**src/rtl/shifter_pkg.sv**
```systemverilog
// Shared types and helpers for the pipelined barrel shifter.
// Covers the operation encoding and the pipeline depth calculation.
package shifter_pkg;

    typedef enum logic [1:0] {
        SHIFT_SLL = 2'b00,
        SHIFT_SRL = 2'b01,
        SHIFT_SRA = 2'b10,
        SHIFT_ROR = 2'b11
    } shift_op_t;

    // Number of pipeline registers: one per group of reg_every stages, rounded up.
    function automatic int calc_lat(input int shamt_w, input int reg_every);
        return (shamt_w + reg_every - 1) / reg_every;
    endfunction

endpackage

```
**src/rtl/pipelined_barrel_shifter_if.sv**
```systemverilog
// Operand/result handshake bundle for the pipelined barrel shifter.
// The master side feeds operands and consumes results; the slave side is the shifter.
interface pipelined_barrel_shifter_if import shifter_pkg::*; #(
    parameter int WIDTH = 32
);
    localparam int SHAMT_W = $clog2(WIDTH);

    logic               in_valid;
    logic               in_ready;
    logic [WIDTH-1:0]   in_data;
    logic [SHAMT_W-1:0] in_shamt;
    shift_op_t          in_op;
    logic               out_valid;
    logic               out_ready;
    logic [WIDTH-1:0]   out_data;
    logic               out_zero;

    modport master (
        output in_valid, in_data, in_shamt, in_op, out_ready,
        input  in_ready, out_valid, out_data, out_zero
    );

    modport slave (
        input  in_valid, in_data, in_shamt, in_op, out_ready,
        output in_ready, out_valid, out_data, out_zero
    );

endinterface

```
**src/rtl/pipelined_barrel_shifter_stage.sv**
```systemverilog
// One combinational power-of-two shift step of the barrel shifter.
// Shifts or rotates by DIST when enabled, otherwise passes the data through.
module shift_stage import shifter_pkg::*; #(
    parameter int WIDTH = 32,
    parameter int DIST  = 1
) (
    input  logic [WIDTH-1:0] data,
    input  logic             enable,
    input  shift_op_t        op,
    output logic [WIDTH-1:0] shifted
);

    always_comb begin
        shifted = data;
        if (enable) begin
            case (op)
                SHIFT_SLL: shifted = {data[WIDTH-DIST-1:0], {DIST{1'b0}}};
                SHIFT_SRL: shifted = {{DIST{1'b0}}, data[WIDTH-1:DIST]};
                // Every earlier SRA step keeps the MSB, so it still holds the original sign.
                SHIFT_SRA: shifted = {{DIST{data[WIDTH-1]}}, data[WIDTH-1:DIST]};
                SHIFT_ROR: shifted = {data[DIST-1:0], data[WIDTH-1:DIST]};
                default:   shifted = data;
            endcase
        end
    end

endmodule

```
**src/rtl/pipelined_barrel_shifter.sv**
```systemverilog
// Pipelined barrel shifter: log2(WIDTH) shift stages, largest distance first,
// a register after every REG_EVERY stages, and a whole-pipeline stall on backpressure.
module pipelined_barrel_shifter import shifter_pkg::*; #(
    parameter int WIDTH     = 32,
    parameter int REG_EVERY = 1
) (
    input logic                      clock,
    input logic                      reset,
    pipelined_barrel_shifter_if.slave bus
);

    localparam int SHAMT_W = $clog2(WIDTH);
    localparam int LAT     = calc_lat(SHAMT_W, REG_EVERY);

    logic               advance;

    logic [WIDTH-1:0]   stg_in    [SHAMT_W];
    logic [WIDTH-1:0]   stg_out   [SHAMT_W];
    logic [SHAMT_W-1:0] stg_shamt [SHAMT_W];
    shift_op_t          stg_op    [SHAMT_W];

    logic               vld_d     [LAT];
    logic [WIDTH-1:0]   data_d    [LAT];
    logic [SHAMT_W-1:0] shamt_d   [LAT];
    shift_op_t          op_d      [LAT];

    logic               vld_p     [LAT];
    logic [WIDTH-1:0]   data_p    [LAT];
    logic [SHAMT_W-1:0] shamt_p   [LAT];
    shift_op_t          op_p      [LAT];
    logic               zero_p;

    assign advance       = !vld_p[LAT-1] || bus.out_ready;
    assign bus.in_ready  = advance;
    assign bus.out_valid = vld_p[LAT-1];
    assign bus.out_data  = data_p[LAT-1];
    assign bus.out_zero  = zero_p;

    // Stage j shifts by 2^(SHAMT_W-1-j); the first stage of each group reads the previous register.
    for (genvar j = 0; j < SHAMT_W; j++) begin : g_stage
        localparam int K = SHAMT_W - 1 - j;
        localparam int G = j / REG_EVERY;

        if (j == 0) begin : g_src_in
            assign stg_in[j] = bus.in_data;
        end else if (j % REG_EVERY == 0) begin : g_src_reg
            assign stg_in[j] = data_p[G-1];
        end else begin : g_src_comb
            assign stg_in[j] = stg_out[j-1];
        end

        if (G == 0) begin : g_ctl_in
            assign stg_shamt[j] = bus.in_shamt;
            assign stg_op[j]    = bus.in_op;
        end else begin : g_ctl_reg
            assign stg_shamt[j] = shamt_p[G-1];
            assign stg_op[j]    = op_p[G-1];
        end

        shift_stage #(
            .WIDTH (WIDTH),
            .DIST  (1 << K)
        ) u_stage (
            .data    (stg_in[j]),
            .enable  (stg_shamt[j][K]),
            .op      (stg_op[j]),
            .shifted (stg_out[j])
        );
    end

    // Register g captures the last stage of group g; the final group may be short.
    for (genvar g = 0; g < LAT; g++) begin : g_reg_in
        localparam int LAST_J = ((g + 1) * REG_EVERY < SHAMT_W) ? (g + 1) * REG_EVERY - 1
                                                                 : SHAMT_W - 1;
        assign data_d[g] = stg_out[LAST_J];

        if (g == 0) begin : g_head
            assign vld_d[g]   = bus.in_valid;
            assign shamt_d[g] = bus.in_shamt;
            assign op_d[g]    = bus.in_op;
        end else begin : g_body
            assign vld_d[g]   = vld_p[g-1];
            assign shamt_d[g] = shamt_p[g-1];
            assign op_d[g]    = op_p[g-1];
        end
    end

    // Pipeline registers p0..p(LAT-1); payload only loads with a valid beat so the
    // output keeps its last result after draining.
    always_ff @(posedge clock or posedge reset) begin
        if (reset) begin
            for (int g = 0; g < LAT; g++) begin
                vld_p[g]   <= 1'b0;
                data_p[g]  <= '0;
                shamt_p[g] <= '0;
                op_p[g]    <= SHIFT_SLL;
            end
            zero_p <= 1'b0;
        end else if (advance) begin
            for (int g = 0; g < LAT; g++) begin
                vld_p[g] <= vld_d[g];
                if (vld_d[g]) begin
                    data_p[g]  <= data_d[g];
                    shamt_p[g] <= shamt_d[g];
                    op_p[g]    <= op_d[g];
                end
            end
            if (vld_d[LAT-1]) begin
                zero_p <= (data_d[LAT-1] == '0);
            end
        end
    end

endmodule

```
**src/flat_wrapper.sv**
```systemverilog
// flat-port wrapper written by rule: the top's interface ports become plain ports
module pipelined_barrel_shifter_flat import shifter_pkg::*;
#(
    parameter int WIDTH     = 32,
    parameter int REG_EVERY = 1
)
  (clock, reset, bus_in_valid, bus_in_data, bus_in_shamt, bus_in_op, bus_out_ready, bus_in_ready, bus_out_valid, bus_out_data, bus_out_zero);
  pipelined_barrel_shifter_if #(.WIDTH(WIDTH)) bus_i ();
  input logic clock;
  input logic reset;
  input wire logic [$bits(bus_i.in_valid)-1:0] bus_in_valid;
  input wire logic [$bits(bus_i.in_data)-1:0] bus_in_data;
  input wire logic [$bits(bus_i.in_shamt)-1:0] bus_in_shamt;
  input wire logic [$bits(bus_i.in_op)-1:0] bus_in_op;
  input wire logic [$bits(bus_i.out_ready)-1:0] bus_out_ready;
  output wire logic [$bits(bus_i.in_ready)-1:0] bus_in_ready;
  output wire logic [$bits(bus_i.out_valid)-1:0] bus_out_valid;
  output wire logic [$bits(bus_i.out_data)-1:0] bus_out_data;
  output wire logic [$bits(bus_i.out_zero)-1:0] bus_out_zero;
  assign bus_i.in_valid = bus_in_valid;
  assign bus_i.in_data = bus_in_data;
  assign bus_i.in_shamt = bus_in_shamt;
  assign bus_i.in_op = bus_in_op;
  assign bus_i.out_ready = bus_out_ready;
  assign bus_in_ready = bus_i.in_ready;
  assign bus_out_valid = bus_i.out_valid;
  assign bus_out_data = bus_i.out_data;
  assign bus_out_zero = bus_i.out_zero;
  pipelined_barrel_shifter #(.WIDTH(WIDTH), .REG_EVERY(REG_EVERY)) u_core (.clock(clock), .reset(reset), .bus(bus_i));
endmodule
```
**config.mk**
```make
export PLATFORM = sky130hd
export DESIGN_NAME = pipelined_barrel_shifter_flat
export DESIGN_NICKNAME = d
export VERILOG_FILES = /design/src/rtl/shifter_pkg.sv /design/src/rtl/pipelined_barrel_shifter_if.sv /design/src/rtl/pipelined_barrel_shifter_stage.sv /design/src/rtl/pipelined_barrel_shifter.sv /design/src/flat_wrapper.sv
export SDC_FILE = /design/constraint.sdc
export NUM_CORES = 1
export LEC_CHECK = 0
export CORE_UTILIZATION = 34
export CTS_CLUSTER_SIZE = 20
export DETAILED_ROUTE_END_ITERATION = 10
export GPL_TIMING_DRIVEN = 1
export SYNTH_ARGS = -nofsm -noshare
export SYNTH_HDL_FRONTEND = slang
export SYNTH_SLANG_ARGS = --single-unit
```
**constraint.sdc**
```tcl
create_clock -name clock -period 6.58 [get_ports clock]
set_input_delay 1.316 -clock clock [delete_from_list [all_inputs] [get_ports clock]]
set_output_delay 1.316 -clock clock [all_outputs]
set_load 0.005 [all_outputs]
```
Word-level counts from Yosys, hierarchy flattened
Index checks and enable logic that the tools add are counted.
{"block": "op_classes", "n_eq_ne": 15, "reduce_logical": 13, "mux": 10}
{"cell": "32-bit one-hot mux with 4 select lines", "count": 5}
{"cell": "32-bit two-way mux", "count": 5}
{"cell": "32-bit zero test", "count": 1}
{"cell": "2-bit == test, second input constant", "count": 10}
{"cell": "2-bit by 1-bit == test with 1-bit output, second input constant", "count": 5}
{"cell": "2-bit zero test", "count": 5}
{"cell": "2-bit AND reduction", "count": 5}
{"cell": "1-bit zero test", "count": 1}
{"cell": "1-bit logical OR", "count": 1}
{"block": "word_totals", "input_bits": 43, "register_bits": 184, "wordCells": 57, "output_inout_bits": 35}

Longest topological paths before layout
{"block": "logic_depth", "ltp_word": 4, "ltp_mapped": 8, "ltp_nobuf": 6}

Cells and area by module
From an unflattened synthesis, not the netlist that was laid out.
{"block": "hier_totals", "hier_cells": 1038, "hier_area_um2": 11003.1}
{"mod": "pipelined_barrel_shifter", "cells_each": 440, "seq_area_each_um2": 4604.4, "instances": 1, "area_per_inst_um2": 7310.8}
{"mod": "shift_stage (u_core.g_stage[0].u_stage)", "cells_each": 145, "seq_area_each_um2": 0.0, "instances": 1, "area_per_inst_um2": 783.3}
{"mod": "shift_stage (u_core.g_stage[1].u_stage)", "cells_each": 120, "seq_area_each_um2": 0.0, "instances": 1, "area_per_inst_um2": 778.2}
{"mod": "shift_stage (u_core.g_stage[2].u_stage)", "cells_each": 114, "seq_area_each_um2": 0.0, "instances": 1, "area_per_inst_um2": 740.7}
{"mod": "shift_stage (u_core.g_stage[3].u_stage)", "cells_each": 110, "seq_area_each_um2": 0.0, "instances": 1, "area_per_inst_um2": 695.7}
{"mod": "shift_stage (u_core.g_stage[4].u_stage)", "cells_each": 109, "seq_area_each_um2": 0.0, "instances": 1, "area_per_inst_um2": 694.4}

Least setup slack after synthesis
Ideal clock, no wire load.
{"block": "synth_path", "kind": "input to output", "startpoint": "input bus_out_ready", "endpoint": "output bus_in_ready", "arrival_time_ns": 1.667, "t_required_ns": 5.264, "path_slack_ns": 3.597, "path_stages": 2, "n_path_buf": 0, "path_cell_list": "nor2b_1 > inv_2"}
{"block": "synth_between", "elab_chain_cells": 1}
{"element": "start, declared", "line_no": "flat_wrapper.sv:15", "source": "input wire logic [$bits(bus_i.out_ready)-1:0] bus_out_ready;"}
{"element": "1-bit logical OR", "line_no": "pipelined_barrel_shifter.sv:33", "source": "assign advance = !vld_p[LAT-1] || bus.out_ready;"}
{"element": "end, declared", "line_no": "flat_wrapper.sv:16", "source": "output wire logic [$bits(bus_i.in_ready)-1:0] bus_in_ready;"}
No other way between the ends.

Worst setup path in the final report
Ends and elaborated chain as after synthesis.

==> summary.md <==
| Metric | Value |
|---|---|
| Number of standard cells after synthesis | `1305` |
| Clock tree skew after final layout | `0.0126 ns` |
| Crit path from | `bus_out_ready` |
| Hold violation count in the final report | `0` |
| Clock transition at path regs | `0.06 ns` |
| Number of filler instances in the final layout | `3050` |
| Placed wire-length estimate | `17300 um` |
| Count of antenna diodes in the layout | `0` |
| End of the worst register-to-register path | `u_core.bus.out_zero` |
| Commonest cells after routing, fill and taps aside | `363 x sky130_fd_sc_hd__nand2_1, 183 x sky130_fd_sc_hd__dfrtp_1, 178 x sky130_fd_sc_hd__o21ai_0, 76 x sky130_fd_sc_hd__clkdlybuf4s50_1, 73 x sky130_fd_sc_hd__nand3_1` |
| Area growth from synthesis to layout | `12.4%` |
| Cells on worst reg2reg path | `6` |
| Setup TNS Final | `0 ns` |
| Period utilisation layout | `0.604` |
| Height of the die | `177 um` |
| R2R Path Start | `u_core.shamt_d[0]` |
| Number of distinct library cells after synthesis | `40` |
| Longest Clk Path Bufs | `2` |
| CTS tree | `yes` |
| Setup slack of the most critical reg-to-reg path | `3.88 ns` |
| Grt total ovfl | `0` |
| Library cell appearing most often on the critical path | `sky130_fd_sc_hd__clkdlybuf4s50_1` |
| Wirelength, routed | `24600 um` |
| Clock latency on the worst-skew pair | `0.44 ns` |
| Placeable core area | `29900 um2` |
| Total via count in the routed design | `8815` |
| Area of the die | `31300 um2` |
| Area occupied by registers | `4610 um2` |
| Total I/O pin count | `78` |
| Routed wire length per instance | `14.7 um` |
| Share of final-layout standard cells stronger than drive strength 1 | `0.0663` |
| Number of flops mapped to enable cells by yosys | `0` |
| Proportion of register bits with asynchronous set or reset after synthesis | `1.00` |
| Number of antenna violations at the first check in global routing | `0` |
| Largest voltage drop on the vdd net | `0.234 mV` |
| Crit Path Class | `primary input to primary output` |
| CP peak stage delay | `0.48 ns` |
| Number of max-capacitance violations reported | `0` |
| Shortest period the worst path allows | `3.98 ns` |
| Largest net degree at the start of global routing | `77` |
| Final setup fails | `0` |
| Maximum achievable frequency | `251 MHz` |
| Mean Syn Cell Area | `7.97 um2` |
| Clock sink count | `184` |
| Arrival time at the worst endpoint | `2.66 ns` |
| Final weighted congestion of routability-driven global placement | `0.790` |
| Count of pins over their slew limit | `0` |
| Capture point of the critical path | `bus_in_ready` |
| Number of buffers created by CTS | `17` |
| Post-CTS setup repair buffer count | `0` |
| Worst setup EP type | `primary output` |
| Power density relative to cell area | `484 nW/um2` |
| Placed cell area | `11100 um2` |
| Leading cell type in the layout, fill and taps excluded | `sky130_fd_sc_hd__nand2_1` |
| Final standard cell area without fillers | `11700 um2` |
| Multi-input gate area | `5080 um2` |
| Number of global-route vias before repair | `7960` |
| Die span in x | `177 um` |
| Most frequently used flop master after synthesis | `sky130_fd_sc_hd__dfrtp_1` |
| Post-DRT Antenna Nets | `0` |
| Setup repair after global routing missed its margin | `no` |
| DR vias/cell | `5.27` |
| Worst hold-check slack | `0.474 ns` |
| Count of synthesis-stage warnings from yosys | `0` |
| Result of the run | `completed` |
| Detailed-route DRC error count | `0` |
| Sequential element share of the synthesized area | `0.443` |
| Site row count | `63` |
| Path category of the worst min-delay check | `register to register` |
| Worst relative slew slack | `0.223` |
| Number of register bits inferred by synthesis | `184` |
| Synthesized netlist net count | `1348` |
| Critical path required time | `5.26 ns` |
| CTS-repair resized insts | `0` |
| Input/output buffers | `77` |
| Crit path max fanout | `8` |
| Cell with the largest stage delay on the worst path | `sky130_fd_sc_hd__clkdlybuf4s50_1` |
| First-pass GRT wire length | `41600 um` |
| Count of non-filler cells in the finished layout | `1673` |
| Mapped cell area | `10400 um2` |
| Router iterations before antenna repair | `6` |
| Overall Global Routing Usage | `0.164` |
| Starting DRT DRC Count | `650` |
| Critical Path Source Type | `primary input` |
| Hold-fix buffer count after cts | `0` |
| Pin slew with the least headroom to its limit | `1.16 ns` |
| Post-layout nets | `1313` |
| Leakage component of the power | `5.13 nW` |
| Number of instances in the placed design | `1641` |
| Initial core utilization | `0.348` |
| Cell chain of the critical path | `clkdlybuf4s50_1 > nor2b_1 > inv_2 > clkdlybuf4s50_1` |
| H-tree lvl count | `4` |
| Root buffer cell | `sky130_fd_sc_hd__clkbuf_16` |
[state kept, by name (all words and copies together) (netlist names)]
register,cells
u_core.data_p,128
u_core.bus.out_data,32
u_core.shamt_d,10
u_core.op_d,8
u_core.vld_d,4
u_core.bus.out_valid,1
u_core.bus.out_zero,1
[layout make-up]
type,count,share of cell area
multi-input combinational,972,0.434
sequential,184,0.394
timing repair buffer,90,0.0738
tap,390,0.0417
clock buffer,17,0.0364
clock inverter,15,0.0181
inverter,5,0.00203
[stage by stage]
stage               total power, W  setup WS (ns)   util
finish                     0.00566           2.60  0.392
global route               0.00618           2.49  0.392
CTS                        0.00571           2.59  0.392
detailed placement         0.00460           2.59  0.370
global placement           0.00453           2.63  0.370
floorplan                  0.00398          0.264      -
[per-layer routing]
layer | vias to the layer above | track usage | part of all wire
met2 | 206 | 0.262 | 0.46
met3 | 31 | 0.0262 | 0.034
met1 | 4134 | 0.226 | 0.49
met5 | - | 0 | 0
li1 | 4444 | - | -
met4 | 0 | 0.0557 | 0.021
[Yosys cell counts, types with 4 or more instances]
master | instances | area (um2)
sky130_fd_sc_hd__a22oi_1 | 31 | 233
sky130_fd_sc_hd__nor2b_1 | 32 | 200
sky130_fd_sc_hd__mux2_2 | 20 | 225
sky130_fd_sc_hd__or3_1 | 10 | 62.6
sky130_fd_sc_hd__buf_1 | 7 | 26.3
sky130_fd_sc_hd__a311oi_1 | 28 | 245
sky130_fd_sc_hd__nand4_1 | 4 | 25.0
sky130_fd_sc_hd__nand3_1 | 73 | 365
sky130_fd_sc_hd__a31oi_1 | 31 | 194
sky130_fd_sc_hd__o21ai_0 | 178 | 891
sky130_fd_sc_hd__o22a_1 | 4 | 35.0
sky130_fd_sc_hd__nor4b_1 | 10 | 87.6
sky130_fd_sc_hd__a211oi_1 | 26 | 195
sky130_fd_sc_hd__nand2b_1 | 4 | 25.0
sky130_fd_sc_hd__nand2_1 | 368 | 1380
sky130_fd_sc_hd__o32ai_1 | 4 | 35.0
sky130_fd_sc_hd__o21bai_1 | 10 | 75.1
sky130_fd_sc_hd__clkbuf_1 | 71 | 267
sky130_fd_sc_hd__or2_2 | 4 | 25.0
sky130_fd_sc_hd__a21oi_1 | 8 | 40.0
sky130_fd_sc_hd__dfrtp_1 | 184 | 4600
sky130_fd_sc_hd__inv_1 | 4 | 15.0
sky130_fd_sc_hd__buf_2 | 31 | 155
sky130_fd_sc_hd__nor2_1 | 62 | 233
sky130_fd_sc_hd__buf_4 | 34 | 255
sky130_fd_sc_hd__a21o_1 | 53 | 398
[worst min path at each step]
stage,start,end,slack (ns),cells past startpoint
after detailed placement,u_core.bus.out_data[7],u_core.bus.out_data[7],0.47,1
after global placement,u_core.bus.out_data[23],u_core.bus.out_data[23],0.46,1
after global routing,u_core.bus.out_data[8],u_core.bus.out_data[8],0.49,1
final,u_core.bus.out_data[7],u_core.bus.out_data[7],0.47,1
after CTS,u_core.bus.out_data[7],u_core.bus.out_data[7],0.48,1
after floorplan,u_core.vld_d[1],u_core.vld_d[1],0.45,2
[cell families after synthesis]
kind of cell	count (synthesis)	share of synthesized area
muxes	20	0.0216
buffers and inverters	149	0.0705
and+or+nand+nor	574	0.237
DFF	184	0.443
AOI/OAI and AO/OA	378	0.229
[critical path, delay by kind of cell]
family,cells,cell delay (ns)
buf+inv,3,1.05
simple gates,1,0.29
[power by group]
part | switching (W) | leakage, nW | internal (W)
Sequential | 0.000615 | 2.29 | 0.00162
Clock | 0.000487 | 0.303 | 0.000617
Combinational | 0.00131 | 2.53 | 0.00100
No activity file was read; power rests on OpenSTA's default activity.
==> edit (config.mk and constraints unchanged) <==
`WIDTH` is set to 32 in 4 places; all go to 16.
--- a/src/rtl/pipelined_barrel_shifter_if.sv
+++ b/src/rtl/pipelined_barrel_shifter_if.sv
@@ -1,7 +1,7 @@
 // Operand/result handshake bundle for the pipelined barrel shifter.
 // The master side feeds operands and consumes results; the slave side is the shifter.
 interface pipelined_barrel_shifter_if import shifter_pkg::*; #(
-    parameter int WIDTH = 32
+    parameter int WIDTH = 16
 );
     localparam int SHAMT_W = $clog2(WIDTH);
 
--- a/src/rtl/pipelined_barrel_shifter_stage.sv
+++ b/src/rtl/pipelined_barrel_shifter_stage.sv
@@ -1,7 +1,7 @@
 // One combinational power-of-two shift step of the barrel shifter.
 // Shifts or rotates by DIST when enabled, otherwise passes the data through.
 module shift_stage import shifter_pkg::*; #(
-    parameter int WIDTH = 32,
+    parameter int WIDTH = 16,
     parameter int DIST  = 1
 ) (
     input  logic [WIDTH-1:0] data,
--- a/src/rtl/pipelined_barrel_shifter.sv
+++ b/src/rtl/pipelined_barrel_shifter.sv
@@ -1,7 +1,7 @@
 // Pipelined barrel shifter: log2(WIDTH) shift stages, largest distance first,
 // a register after every REG_EVERY stages, and a whole-pipeline stall on backpressure.
 module pipelined_barrel_shifter import shifter_pkg::*; #(
-    parameter int WIDTH     = 32,
+    parameter int WIDTH     = 16,
     parameter int REG_EVERY = 1
 ) (
     input logic                      clock,
--- a/src/flat_wrapper.sv
+++ b/src/flat_wrapper.sv
@@ -1,7 +1,7 @@
 // flat-port wrapper written by rule: the top's interface ports become plain ports
 module pipelined_barrel_shifter_flat import shifter_pkg::*;
 #(
-    parameter int WIDTH     = 32,
+    parameter int WIDTH     = 16,
     parameter int REG_EVERY = 1
 )
   (clock, reset, bus_in_valid, bus_in_data, bus_in_shamt, bus_in_op, bus_out_ready, bus_in_ready, bus_out_valid, bus_out_data, bus_out_zero);
Ports: changed (resized bus_in_data, bus_in_shamt and bus_out_data); port bits go from 78 to 45. No check against the original RTL was run, so the function may have changed too.
==> edit against the original RTL <==
  * Worst hold slack improved by 0.0065 ns
  * First-iteration DRC count shrank 70%
  * Sequential power decreased by 57%
  * Final area shrank 56%
  * Setup slack better by 0.19 ns
  * Synthesized area shrank 58%
  * Die area shrank 57%
  * Combinational power down 62%
  * Critical path type unchanged
  * Wire length shrank 65%
  * Total power is 57% lower
  * Critical path depth unchanged
  * Largest power group is now registers
  * Sequential cell count fell by 103
==> edit: results (changes against the original RTL) <==
stage	metric	value	unit	change
logic_synthesis	synthTopCellsByArea	dfrtp_1 46%, nand2_1 9.4%, mux2_1 6.1%		
grt	grt_usage	14.0	%	-2.4 points
cells_and_area	postLayoutCellArea	5140	µm²	-56%
cells_and_area	drive_gt1_share	5.24	%	-1.4 points
clock_tree	clock_latency	0.33	ns	-0.11 ns
setup_path	cp.arrival	2.47	ns	-0.19 ns
sta	timing.hold.ws	0.481	ns	+0.00648 ns
setup_path	reg2reg_slack	4.61	ns	+0.73 ns
sta	tightest_slew	1.12	ns	-0.0360 ns
clock_tree	cts_made_buffers	9		-8
logic_synthesis	synth_common_cells	110 x nand2_1, 81 x dfrtp_1, 51 x o21ai_1		
setup_path	reg2reg_depth	5		-1
cells_and_area	instances_no_fill	687		-59%
routing	viasPerCell	4.84		-8.1%
place	placedInstanceArea	4800	µm²	-57%
cells_and_area	clk_share	6.62	%	+1.2 points
min_path	hold_start	u_core.shamt_d[8]$_DFFE_PP0P_		
routing	detail_route.wl_per_cell	12.4	µm	-16%
place	place_congestion	0.775		-1.9%
clock_tree	cts.htree.levels	3		-1
grt	grt_max_degree	82		+6.5%
cells_and_area	multi_input_area	2080	µm²	-59%
grt	grt_pass1_vias	3120		-61%
sta	finClkSkew	0.00322	ns	-0.00935 ns
power_and_ir_drop	total_leakage_power	0.00216	µW	-58%
cells_and_area	n_fill_cell	1278		-58%
status	status	complete, no violations		
cells_and_area	buf_share	8.85	%	+1.5 points
min_path	hold_end	u_core.shamt_d[4]$_DFFE_PP0P_		
cells_and_area	final_nets	536		-59%
power_and_ir_drop	peakVddDrop	0.183	mV	-22%
place	dp_hpwl	6.30	mm	-64%
place	port_buffers	44		-43%
logic_synthesis	syn_nets	531		-61%
logic_synthesis	ys_types	38		-5.0%
setup_path	cp_max_fo	6		-2
cells_and_area	fin_util	40.8	%	+1.6 points
logic_synthesis	seq_area_frac_synth	45.9	%	+1.7 points
routing	dr.pass1.iters	4		-2
routing	drtIter0Drc	198		-70%
cells_and_area	buffers	46		-49%
sta	setup_ws	2.79	ns	+0.191 ns
logic_synthesis	synthMuxAreaShare	12.3	%	+10 points
-- edit: cell count changes in the layout (fill, tap and decap cells not counted), sizes merged, moves of 27 or more --
| cell | delta |
|---|---|
| o21ai | -97 |
| nand3 | -47 |
| clkdlybuf4s50 | -32 |
| nor2 | -45 |
| a311oi | -27 |
| a22oi | -30 |
| nand2 | -257 |
| a21o | -53 |
| dfrtp | -103 |
-- edit: logic make-up after synthesis --
family / after synthesis
and+or+nand+nor: 184
AOI/OAI and AO/OA: 132
DFF: 81
buffers and inverters: 57
muxes: 51
-- edit: layer usage --
| metal | track usage (%) | share of wire [%] | vias up |
|---|---|---|---|
| met5 | 0 | 0 | - |
| met4 | 5.21 | 1.9 | 0 |
| met3 | 3.35 | 4.1 | 16 |
| met2 | 23.6 | 46 | 70 |
| met1 | 17.4 | 48 | 1499 |
| li1 | - | - | 1740 |
-- edit: power breakdown --
group | leakage, µW | internal, µW | switching (µW)
registers | 0.00100 | 711 | 255
logic | 0.000995 | 435 | 454
clock network | 0.000169 | 363 | 192
